[src/rtl/de2_toggle_debouncer.sv]
// Debouncer and synchroniser for the DE2 toggle switches.
// Each switch bit is brought into the clk domain through two flops, then
// qualified against a shared millisecond-style prescaler: a bit only takes a
// new level after it has disagreed with its debounced value for STABLE_TICKS
// consecutive prescaler ticks. Every physical flip therefore reaches the
// downstream edge-capturing PIO as exactly one edge.

// Per-bit stability qualifier. One instance per switch; all instances share
// the prescaler tick from the top level.
module de2_debounce_bit #(
   parameter int STABLE_TICKS = 20
) (
   input  logic clk,
   input  logic reset_n,
   input  logic tick,
   input  logic sync_in,
   output logic deb,
   output logic changed
);

   localparam int CW = $clog2(STABLE_TICKS + 1);
   localparam logic [CW-1:0] LAST = CW'(STABLE_TICKS - 1);

   logic [CW-1:0] cnt;

   // Any agreement with the current level restarts qualification; only a
   // run of disagreeing ticks reaching LAST commits the new level.
   always_ff @(posedge clk or negedge reset_n) begin
      if (!reset_n) begin
         cnt     <= '0;
         deb     <= 1'b0;
         changed <= 1'b0;
      end else begin
         changed <= 1'b0;
         if (sync_in == deb) begin
            cnt <= '0;
         end else if (tick && (cnt == LAST)) begin
            deb     <= sync_in;
            cnt     <= '0;
            changed <= 1'b1;
         end else if (tick) begin
            cnt <= cnt + CW'(1);
         end
      end
   end

endmodule

// Top level: synchroniser, shared prescaler and an array of bit qualifiers.
module de2_toggle_debouncer #(
   parameter int WIDTH        = 18,
   parameter int TICK_DIV     = 50000,
   parameter int STABLE_TICKS = 20
) (
   input  logic             clk,
   input  logic             reset_n,
   input  logic [WIDTH-1:0] sw_raw,
   output logic [WIDTH-1:0] sw_debounced,
   output logic [WIDTH-1:0] changed,
   output logic             tick
);

   // A 1-cycle prescaler still needs a 1-bit counter to keep the code uniform.
   localparam int PCW = (TICK_DIV > 1) ? $clog2(TICK_DIV) : 1;
   localparam logic [PCW-1:0] PC_LAST = PCW'(TICK_DIV - 1);

   logic [WIDTH-1:0] s1;
   logic [WIDTH-1:0] s2;
   logic [PCW-1:0]   pc;

   // Two-flop synchroniser; the switch pins are fully asynchronous.
   always_ff @(posedge clk or negedge reset_n) begin
      if (!reset_n) begin
         s1 <= '0;
         s2 <= '0;
      end else begin
         s1 <= sw_raw;
         s2 <= s1;
      end
   end

   // Free-running prescaler; tick is registered so it lands one cycle after
   // pc reaches its last value, giving the first tick in cycle TICK_DIV.
   always_ff @(posedge clk or negedge reset_n) begin
      if (!reset_n) begin
         pc   <= '0;
         tick <= 1'b0;
      end else begin
         tick <= (pc == PC_LAST);
         if (pc == PC_LAST) pc <= '0;
         else               pc <= pc + PCW'(1);
      end
   end

   // Bits are independent; any subset may commit in the same cycle.
   for (genvar g = 0; g < WIDTH; g++) begin : g_bit
      de2_debounce_bit #(
         .STABLE_TICKS (STABLE_TICKS)
      ) u_bit (
         .clk     (clk),
         .reset_n (reset_n),
         .tick    (tick),
         .sync_in (s2[g]),
         .deb     (sw_debounced[g]),
         .changed (changed[g])
      );
   end

endmodule

[config.mk]
export PLATFORM = sky130hd
export DESIGN_NAME = de2_toggle_debouncer
export DESIGN_NICKNAME = d
export VERILOG_FILES = /design/src/rtl/de2_toggle_debouncer.sv
export SDC_FILE = /design/constraint.sdc
export NUM_CORES = 1
export LEC_CHECK = 0
export CORE_UTILIZATION = 25
export DETAILED_ROUTE_END_ITERATION = 8
export GPL_TIMING_DRIVEN = 0
export SLEW_MARGIN = 20
export SYNTH_ARGS = -nofsm -noshare
export SYNTH_HDL_FRONTEND = slang
export SYNTH_SLANG_ARGS = --single-unit
[constraint.sdc]
create_clock -name clk -period 2.1 [get_ports clk]
set_input_delay 0.42 -clock clk [delete_from_list [all_inputs] [get_ports clk]]
set_output_delay 0.42 -clock clk [all_outputs]
set_load 0.01 [all_outputs]
==> summary.md <==
| Metric | Value |
|---|---|
| Fill cell count | `between 3000 and 4000` |
| Failing checks | `negative hold slack` |
| MaxCap Viol Count | `0` |
| Syn_nets | `roughly 750` |
| Asr flop ratio synth | `between 90% and 100%` |
| First-pass GRT wire length | `26.5 mm` |
| Die Ht | `approximately 180 um` |
| Critical path startpoint category | `flip-flop` |
| Worst R2R Path Depth | `6` |
| Synth top area share | `55.8%` |
| Compound-Gate Fraction of Synth Area | `under 10%` |
| Post-synthesis mux area share | `about 4.0%` |
| Starting Density | `about a quarter` |
| Die ar. | `approximately 33000 sq um` |
| Reg2Reg Setup Slack | `320 ps` |
| Fin. max-slew vios | `0` |
| Die X | `181 um` |
| Post-synthesis adder-cell area fraction | `2.96%` |
| Synth Area in Simple Gates | `between 20% and 30%` |
| Max_slew headroom | `between 50% and 60%` |
| DR pass1 iterations | `6` |
| Post-cts resize count | `0` |
| Diodes inserted | `0` |
| Setup Buffers After CTS | `0` |
| Placement Rows | `65` |
| Nets | `a little over 800` |
| VDD IR max | `roughly 0.00050 V` |
| CTS buffer count | `17` |
| Minimum clock period | `1910 ps` |
| Number of synthesized flops with an enable pin | `0` |
| CTS tree | `done` |
| Power Dens Cells | `726 nW/um^2` |
| Worst reg2reg path startpoint | `tick` |
| Xor and xnor area share after synthesis | `roughly 5.7%` |
| Post-synthesis sequential area ratio | `a little under three fifths` |
| Synth Instances | `slightly above 700` |
| DRC | `0` |
| Fmax | `0.523 GHz` |
| Core ar. | `31600 sq um` |
| Clk_skew | `around 8.5 ps` |
| CP peak stage delay | `540 ps` |
| FF-to-FF End | `g_bit[16].u_bit.cnt[3]` |
| Vias in the first global route | `5263` |
| Ports | `between 50 and 60` |
| CTS hold repair buffers | `0` |
| Number of I/O port buffers | `56` |
| Area leader, netlist | `dfrtp_1` |
| Top post-synthesis cells by count | `dfrtp_1 (179), nor2_1 (71), a21oi_1 (60)` |
| Syn Area/Cell | `about 11 sq um` |
| CTS sink cnt | `approximately 180` |
| Most instantiated library cell after synthesis | `dfrtp_1` |
| Max Buffers Root-to-Sink | `2` |
| Yosys reg bits | `about 180` |
| Post-Place Cell Area | `between 9000 and 10000 sq um` |
| GRT Util Overall | `10.1%` |
| Setup TNS | `0 ps` |
| H-Tree Depth | `4` |
| Largest net degree at the start of global routing | `95` |
| Synthesis Warnings | `0` |
| Setup WS post-layout | `around 190 ps` |
| Worst-path maximum fanout | `3` |
| Final cycle utilization of the critical path | `around nine tenths` |
| Clock-pin slew on the worst setup and hold paths | `70 ps` |
| Min Hold Slack | `-53.8 ps` |
| Largest family of logic cells by synthesized area | `simple AND/OR/NAND/NOR gates` |
| Skew-Pair Late Insertion Delay | `roughly 430 ps` |
| Root Buffer | `clkbuf_16` |
| Layout cells sized above 1 | `14.7%` |
| RD Place Congestion | `0.718` |
| Crit-path slowest cell | `clkdlybuf4s50_1` |
| Via/cell ratio | `4.35` |
| Unrepaired setup endpoints after global routing | `no` |
| Routed WL | `~15 mm` |
| Routed Antenna Nets | `0` |
| Largest cells by area after synthesis | `dfrtp_1 (56%), a21oi_1 (3.7%), buf_4 (3.4%)` |
| Data arrival, critical path | `about 1500 ps` |
| Dpl ws | `around 300 ps` |
| Netlist cell types | `36` |
| Status | `complete, but fails checks` |
| Cell family with most CP delay | `buffers and inverters` |
| HPWL after detailed placement | `~10 mm` |
| Crit path cell chain | `buf_4 -> clkdlybuf4s50_1` |
| Initial antenna violation count | `0` |
| Vias after detailed routing | `about 5200` |
| Final Hold Viols | `20` |
| Min-Delay Path Class | `input port to asynchronous set/reset pin` |
| Synth Cell Area | `8030 sq um` |
| Worst slew pin tran | `697 ps` |
| Crit Path Category | `flip-flop to primary output` |
| Cell area after layout | `around 9800 sq um` |
| Worst path bufs/invs | `2` |
| Gr ovfl total | `0` |
| DR iter-0 viols | `300` |
| Setup violators final | `0` |
| Required time worst endpoint | `1680 ps` |
| Area delta synth->final | `21.5%` |
| WL/cell | `12.8 um` |
| Primary FF master, synth | `dfrtp_1` |
| Critical Path Stages | `2` |
| Crit end category | `primary output` |
| Leakage power total | `~0.0044 uW` |
-- worst reg2reg max path, cell delays in order (launching register included) --
cell and delay, ps:
dfrtp_1 400, buf_6 180, buf_2 220, clkbuf_1 420
nand4_1 180, xor2_1 180, nor2_1 60
-- flip-flops by register name, indices dropped and copies added (netlist names) --
signal,count
pc,16
g_bit.u_bit.cnt,90
s1,18
s2,18
g_bit.u_bit.changed,18
g_bit.u_bit.deb,18
tick,1
-- where the power goes --
group | internal, uW | leakage, uW | total (uW) | switching [uW]
Clock | 2010 | 0.000306 | 3440 | 1430
Combinational | 48.7 | 0.00164 | 152 | 103
Sequential | 3480 | 0.00240 | 3500 | 16.5
-- metrics by stage --
step	util, %	hold slack (ps)	cells	power, uW
4_1_cts	30.9	5.95	1198	7200
5_1_grt	30.9	21.8	1198	7360
2_1_floorplan	-	124	707	3590
3_5_place_dp	28.9	335	1166	3730
6_report	30.9	-53.8	1198	7090
3_3_place_gp	28.8	331	1165	3720
-- logic make-up (layout without fill, tap and decap cells) --
kind of cell               count (synthesis)  in the layout
AOI/OAI and AO/OA                         98             98
xor gates and xnor gates                  52             52
adders and majority gates                 19             19
buffers and inverters                     49            138
DFF                                      179            179
muxes                                     26             26
and+or+nand+nor                          284            284
-- placed cells by master (no fill, tap or decap), drive strengths merged, types with 9 or more instances in the layout --
master           n
a21oi           60
buf             46
clkbuf          21
clkdlybuf4s50   55
dfrtp          179
ha              19
mux2            17
mux2i            9
nand2           30
nand2b          29
nand3           18
nand3b          18
nand4           21
nor2            71
nor2b           36
nor3            16
nor3b           18
o21ai           37
or3b            18
xnor2           29
xor2            23
-- area by class of cell --
cell class,instances,area (sq um),share of cell area [%]
Multi-Input combinational cell,479,3200,32.8
Clock buffer,17,425,4.36
Tap cell,402,503,5.15
Timing Repair Buffer,57,593,6.08
Buffer,48,345,3.54
Clock inverter,15,205,2.10
Sequential cell,179,4480,45.9
Inverter,1,3.75,0.0385
-- worst max-delay path by stage --
stage | from | slack [ps] | to
2_1_floorplan | tick | 530 | g_bit[10].u_bit.deb
3_3_place_gp | reset_n | -7270 | s1[10]
3_5_place_dp | tick | 290 | g_bit[9].u_bit.cnt[3]
4_1_cts | g_bit[12].u_bit.deb | 140 | sw_debounced[12]
5_1_grt | g_bit[12].u_bit.deb | 110 | sw_debounced[12]
6_report | g_bit[12].u_bit.deb | 190 | sw_debounced[12]
-- layer usage --
metal	GRT usage (%)	part of all wire (%)
met3	2.10	2.7
met1	13.5	49
met2	16.1	47
met5	0	0
met4	3.83	1.6
(Power assumes the default switching activity.)
